[config.mk]
export PLATFORM = sky130hd
export DESIGN_NAME = event_stretch
export DESIGN_NICKNAME = d
export VERILOG_FILES = /design/src/rtl/event_stretch.sv
export SDC_FILE = /design/constraint.sdc
export NUM_CORES = 1
export LEC_CHECK = 0
export ABC_AREA = 1
export BUFFER_PORTS_ARGS = -buffer_cell sky130_fd_sc_hd__buf_2
export CORE_MARGIN = 4
export CORE_UTILIZATION = 55
export DETAILED_ROUTE_END_ITERATION = 6
export GPL_TIMING_DRIVEN = 0
export PLACE_DENSITY = 0.71
export SLEW_MARGIN = 40
export SYNTH_ARGS = -nofsm -noshare
export SYNTH_HDL_FRONTEND = slang
export SYNTH_SLANG_ARGS = --single-unit
[constraint.sdc]
create_clock -name clk -period 2.2 [get_ports clk]
set_clock_uncertainty 0.15 [all_clocks]
set_input_delay 0.11 -clock clk [delete_from_list [all_inputs] [get_ports clk]]
set_output_delay 0.11 -clock clk [all_outputs]
set_load 0.1 [all_outputs]
[src/rtl/event_stretch.sv]
// Multi-channel event stretcher: turns single-cycle event pulses into fixed-length
// LED blinks separated by a fixed dark gap, queueing extra events per channel.
module event_stretch #(
  parameter int          CH   = 8,
  parameter logic [31:0] HOLD = 32'd5_000_000,
  parameter logic [31:0] GAP  = 32'd2_500_000,
  parameter int          PW   = 3
) (
  input  logic          clk,
  input  logic          rst,
  input  logic [CH-1:0] ev,
  input  logic          clr,
  output logic [CH-1:0] led,
  output logic [CH-1:0] busy,
  output logic [CH-1:0] ovf
);

  typedef enum logic [1:0] {ST_IDLE, ST_ON, ST_GAP} state_t;

  localparam logic [PW-1:0] PEND_MAX  = {PW{1'b1}};
  localparam logic [31:0]   HOLD_LAST = HOLD - 32'd1;
  localparam logic [31:0]   GAP_LAST  = GAP - 32'd1;

  state_t        state_q [CH];
  state_t        state_d [CH];
  logic [31:0]   cnt_q   [CH];
  logic [31:0]   cnt_d   [CH];
  logic [PW-1:0] pend_q  [CH];
  logic [PW-1:0] pend_d  [CH];
  logic [CH-1:0] ovf_q, ovf_d;
  logic [CH-1:0] led_q, led_d;
  logic [CH-1:0] queue_ev;

  // Saturating increment: MSB flags a dropped event, low bits are the new count.
  function automatic logic [PW:0] pend_sat_inc(input logic [PW-1:0] p);
    if (p == PEND_MAX) return {1'b1, p};
    else               return {1'b0, p + 1'b1};
  endfunction

  always_comb begin
    ovf_d    = ovf_q;
    led_d    = '0;
    queue_ev = '0;
    for (int i = 0; i < CH; i++) begin
      state_d[i] = state_q[i];
      cnt_d[i]   = cnt_q[i];
      pend_d[i]  = pend_q[i];

      case (state_q[i])
        ST_IDLE: begin
          if (ev[i]) begin
            state_d[i] = ST_ON;
            cnt_d[i]   = '0;
          end
        end
        ST_ON: begin
          queue_ev[i] = ev[i];
          if (cnt_q[i] == HOLD_LAST) begin
            state_d[i] = ST_GAP;
            cnt_d[i]   = '0;
          end else begin
            cnt_d[i] = cnt_q[i] + 32'd1;
          end
        end
        ST_GAP: begin
          if (cnt_q[i] == GAP_LAST) begin
            cnt_d[i] = '0;
            // A queued blink takes priority; a coincident event simply replaces the one consumed.
            if (pend_q[i] != '0) begin
              state_d[i] = ST_ON;
              if (!ev[i]) pend_d[i] = pend_q[i] - 1'b1;
            end else if (ev[i]) begin
              state_d[i] = ST_ON;
            end else begin
              state_d[i] = ST_IDLE;
            end
          end else begin
            queue_ev[i] = ev[i];
            cnt_d[i]    = cnt_q[i] + 32'd1;
          end
        end
        default: begin
          state_d[i] = ST_IDLE;
          cnt_d[i]   = '0;
        end
      endcase

      if (queue_ev[i]) begin
        {ovf_d[i], pend_d[i]} = pend_sat_inc(pend_q[i]) | {ovf_q[i], {PW{1'b0}}};
      end

      // Clear only touches the queue and overflow flag; a running blink is left alone.
      if (clr) begin
        pend_d[i] = '0;
        ovf_d[i]  = 1'b0;
      end

      led_d[i] = (state_d[i] == ST_ON);
    end
  end

  always_ff @(posedge clk or negedge rst) begin
    if (!rst) begin
      for (int i = 0; i < CH; i++) begin
        state_q[i] <= ST_IDLE;
        cnt_q[i]   <= '0;
        pend_q[i]  <= '0;
      end
      ovf_q <= '0;
      led_q <= '0;
    end else begin
      for (int i = 0; i < CH; i++) begin
        state_q[i] <= state_d[i];
        cnt_q[i]   <= cnt_d[i];
        pend_q[i]  <= pend_d[i];
      end
      ovf_q <= ovf_d;
      led_q <= led_d;
    end
  end

  always_comb begin
    busy = '0;
    for (int i = 0; i < CH; i++) begin
      busy[i] = (state_q[i] != ST_IDLE);
    end
  end

  assign led = led_q;
  assign ovf = ovf_q;

endmodule

==> impl_metrics.env <==
export IMPL_outcome="complete, no violations"
export IMPL_grt_max_degree=74
export IMPL_post_route_period_util_pct=98.8
export IMPL_finalHoldViolations=0
export IMPL_routabilityCongestion=0.971
export IMPL_postSynthAreaPerCell_um2=7.07
export IMPL_stdcell_count=3744
export IMPL_die_area_mm2=0.0424
export IMPL_drt_first_pass_iters=6
export IMPL_achievable_frequency_mhz=460
export IMPL_ant_nets=0
export IMPL_port_buffers=34
export IMPL_synth_seq_area_share_pct=36.2
export IMPL_clkSlewWorstSetupHoldPaths_ns=0.06
export IMPL_area_delta_synth_final_pct=17.9
export IMPL_route_detailed_vias_per_inst=5.50
export IMPL_critical_setup_path_class="reg -> reg"
export IMPL_horizontal_die_dimension_um=206
export IMPL_cp_data_required_time_ns=2.49
export IMPL_synth_edff_count=0
export IMPL_worstSetupEndpointType="register"
export IMPL_p_leak_nw=10.9
export IMPL_hold_path_startpoint="cnt_q[254]$_DFFE_PN0P_"
export IMPL_vias_in_the_first_global_route=19737
export IMPL_hold_class="reg -> reg"
export IMPL_grt_first_pass_wirelength_um=95300
export IMPL_final_common_cell="sky130_fd_sc_hd__nand2_1"
export IMPL_antenna_cells_inserted=0
export IMPL_finalWorstPathRequiredPeriod_ns=2.17
export IMPL_worstPathArrival_ns=2.47
export IMPL_synth_cell_types=49
export IMPL_tritoncts="done"
export IMPL_post_dp_hpwl_um=41400
export IMPL_detail_route_wl_per_cell_um=15.5
export IMPL_worstReg2RegStart="cnt_q[65]$_DFFE_PN0P_"
export IMPL_drv_max_cap_violation_count=0
export IMPL_globalRouteOverflowTotal=0
export IMPL_cts_inserted_buffers=38
export IMPL_worst_r2r_setup_slack_ns=0.03
export IMPL_critPathMaxFanout=6
export IMPL_ioPinCount=35
export IMPL_ys_warn_count=0
export IMPL_max_buffers_root_to_sink=3
export IMPL_drive_above_1_share_pct=14.7
export IMPL_cellPowerDensity_mw_per_mm2=851
export IMPL_synthArstFlopShare_pct=100
export IMPL_cts_sinks=312
export IMPL_dieHeight_um=206
export IMPL_final_max_slew_viol_count=0
export IMPL_timing_critical_path_from_type="register"
export IMPL_synth_largest_area_cell="sky130_fd_sc_hd__dfrtp_1"
export IMPL_ctsHtreeMaxLevel=2
export IMPL_design_core_area_mm2=0.0387
export IMPL_netlist_area_mm2=0.0216
export IMPL_initialDrtViolationCount=1539
export IMPL_layout_core_utilization_pct=65.6
export IMPL_finalSetupViolCount=0
export IMPL_synth_seq_cells=312
export IMPL_drc_errors_left=0
export IMPL_finish_net_count=3280
export IMPL_via_count=20582
export IMPL_worst_setup_path_startpoint="cnt_q[65]$_DFFE_PN0P_"
export IMPL_leading_cell_types_in_the_layout_fill_and_taps_excluded="sky130_fd_sc_hd__nand2_1 (718), sky130_fd_sc_hd__inv_1 (365), sky130_fd_sc_hd__nor2_1 (351)"
export IMPL_slew_limit_headroom_pct=51.4
export IMPL_detail_route_wirelength_um=58000
export IMPL_root_buffer="sky130_fd_sc_hd__clkbuf_16"
export IMPL_start_util_pct=55.6
export IMPL_synth_area_top_cells="sky130_fd_sc_hd__dfrtp_1 (36%), sky130_fd_sc_hd__nand2_1 (13%), sky130_fd_sc_hd__xor2_1 (7.8%), sky130_fd_sc_hd__nor2_1 (7.3%), sky130_fd_sc_hd__inv_1 (6.7%)"
export IMPL_grt_antenna_before_repair=0
export IMPL_postSynth_topFlopCell="sky130_fd_sc_hd__dfrtp_1"
export IMPL_unrepaired_setup_endpoints_after_global_routing="yes"
export IMPL_yosys_area_top_type_share_pct=36.2
export IMPL_clk_insertion_delay_late_ns=0.56
export IMPL_postSynthNetCount=3130
export IMPL_netlist_instances=3047
export IMPL_worst_slew_pin_slew_ns=0.729
export IMPL_vdd_ir_drop_worst_v=0.000845
export IMPL_track_usage_pct=26.8
export IMPL_placedCellCount=3603
export IMPL_num_rows=72
==> kinds of logic after synthesis <==
logic type,Yosys count,synth area share (%)
AND/OR/NAND/NOR,1764,36.1
buffers and inverters,469,8.76
flip-flops,312,36.2
XOR/XNOR,216,8.78
AO/OA/AOI/OAI,213,5.88
adder cells (fa/ha/maj),72,4.18
multiplexers,1,0.0464
==> worst paths after layout <==
| kind | to | cells after the start |
|---|---|---|
| worst max-delay path | cnt_q[80]$_DFFE_PN0P_ | 12 |
| worst min-delay path | cnt_q[254]$_DFFE_PN0P_ | 2 |
| worst max register to register | cnt_q[80]$_DFFE_PN0P_ | 12 |
| worst min register to register | cnt_q[254]$_DFFE_PN0P_ | 2 |
| max in group asynchronous | cnt_q[216]$_DFFE_PN0P_ | 6 |
| min in group asynchronous | cnt_q[148]$_DFFE_PN0P_ | 4 |
==> state kept, by name, summed over array words and instances, names as in the netlist <==
name,flops
led,8
state_q,16
ovf,8
cnt_q,256
pend_q,24
==> synthesized netlist by cell type, types with 2 or more instances <==
cell                       count
sky130_fd_sc_hd__a21oi_1      48
sky130_fd_sc_hd__a21oi_4       3
sky130_fd_sc_hd__buf_2        33
sky130_fd_sc_hd__buf_4         6
sky130_fd_sc_hd__buf_6         6
sky130_fd_sc_hd__clkbuf_1     29
sky130_fd_sc_hd__clkbuf_2      2
sky130_fd_sc_hd__clkinv_1      2
sky130_fd_sc_hd__dfrtp_1     312
sky130_fd_sc_hd__ha_1         72
sky130_fd_sc_hd__inv_1       386
sky130_fd_sc_hd__inv_2         4
sky130_fd_sc_hd__nand2_1     741
sky130_fd_sc_hd__nand2_2      19
sky130_fd_sc_hd__nand2_4       2
sky130_fd_sc_hd__nand3_1     212
sky130_fd_sc_hd__nand3_2       4
sky130_fd_sc_hd__nand3b_1      9
sky130_fd_sc_hd__nand4_1     149
sky130_fd_sc_hd__nor2_1      418
sky130_fd_sc_hd__nor2_2       18
sky130_fd_sc_hd__nor2_4        5
sky130_fd_sc_hd__nor3_1      146
sky130_fd_sc_hd__nor3_2        5
sky130_fd_sc_hd__nor3b_2       2
sky130_fd_sc_hd__nor4_1       28
sky130_fd_sc_hd__o21a_1        2
sky130_fd_sc_hd__o21ai_0      91
sky130_fd_sc_hd__o21ai_1       6
sky130_fd_sc_hd__o21ai_2      15
sky130_fd_sc_hd__o21ai_4       2
sky130_fd_sc_hd__o22ai_1      39
sky130_fd_sc_hd__xnor2_1      25
sky130_fd_sc_hd__xor2_1      191
==> through the flow <==
stage / TNS [ns] / power (mW) / setup slack (ns) / area (um^2) / hold slack (ns)
global route: -0.932 / 22.8 / -0.0701 / 25400 / 0.357
finish: 0 / 21.6 / 0.0255 / 25400 / 0.335
floorplan: -1.99 / 11.8 / -0.0785 / 21700 / -0.336
global placement: -1601.52 / 13.3 / -5.15 / 22600 / 0.317
CTS: 0 / 21.1 / 0.000769 / 24500 / 0.319
detailed placement: -12.26 / 13.5 / -0.286 / 22700 / -0.119
==> report_power, final <==
group | switching, mW | internal, mW
combinational | 5.23 | 2.57
clock | 2.65 | 4.52
sequential | 0.457 | 6.21
==> timing repair <==
action	in CTS	in global routing
gates cloned	1	4
buffers inserted	16	40
pin swaps	6	40
setup endpoints to repair	147	243
resized for setup	32	179
hold buffers	12	0
endpoints found under the hold margin	236	0
==> final cells by class <==
type | count | area (um^2)
Multi-Input combinational cell | 2266 | 12600
Inverter | 392 | 1510
Fill cell | 3424 | 13300
Clock buffer | 46 | 1060
Timing Repair Buffer | 111 | 921
Tap cell | 518 | 648
Buffer | 76 | 528
Clock inverter | 23 | 367
Sequential cell | 312 | 7810
==> critical path, stage by stage (launching register included) <==
cell                      delay [ns]
sky130_fd_sc_hd__dfrtp_1        0.37
sky130_fd_sc_hd__ha_2           0.20
sky130_fd_sc_hd__nand2_2        0.07
sky130_fd_sc_hd__nor2_4         0.14
sky130_fd_sc_hd__nand3_2        0.10
sky130_fd_sc_hd__nor2_2         0.14
sky130_fd_sc_hd__nand2_1        0.08
sky130_fd_sc_hd__nand2_2        0.10
sky130_fd_sc_hd__nand2_4        0.09
sky130_fd_sc_hd__a31oi_4        0.31
sky130_fd_sc_hd__buf_12         0.16
sky130_fd_sc_hd__buf_8          0.12
sky130_fd_sc_hd__nor2_2         0.03
==> routing by layer <==
metal,vias up,global-route usage [%],part of all wire (%)
met5,-,0,0
met4,0,8.91,2.9
met3,109,3.22,5.4
met2,590,43.7,46
met1,9723,37.4,45
li1,10160,-,-
Note: power is estimated with default switching activity, not from simulation.
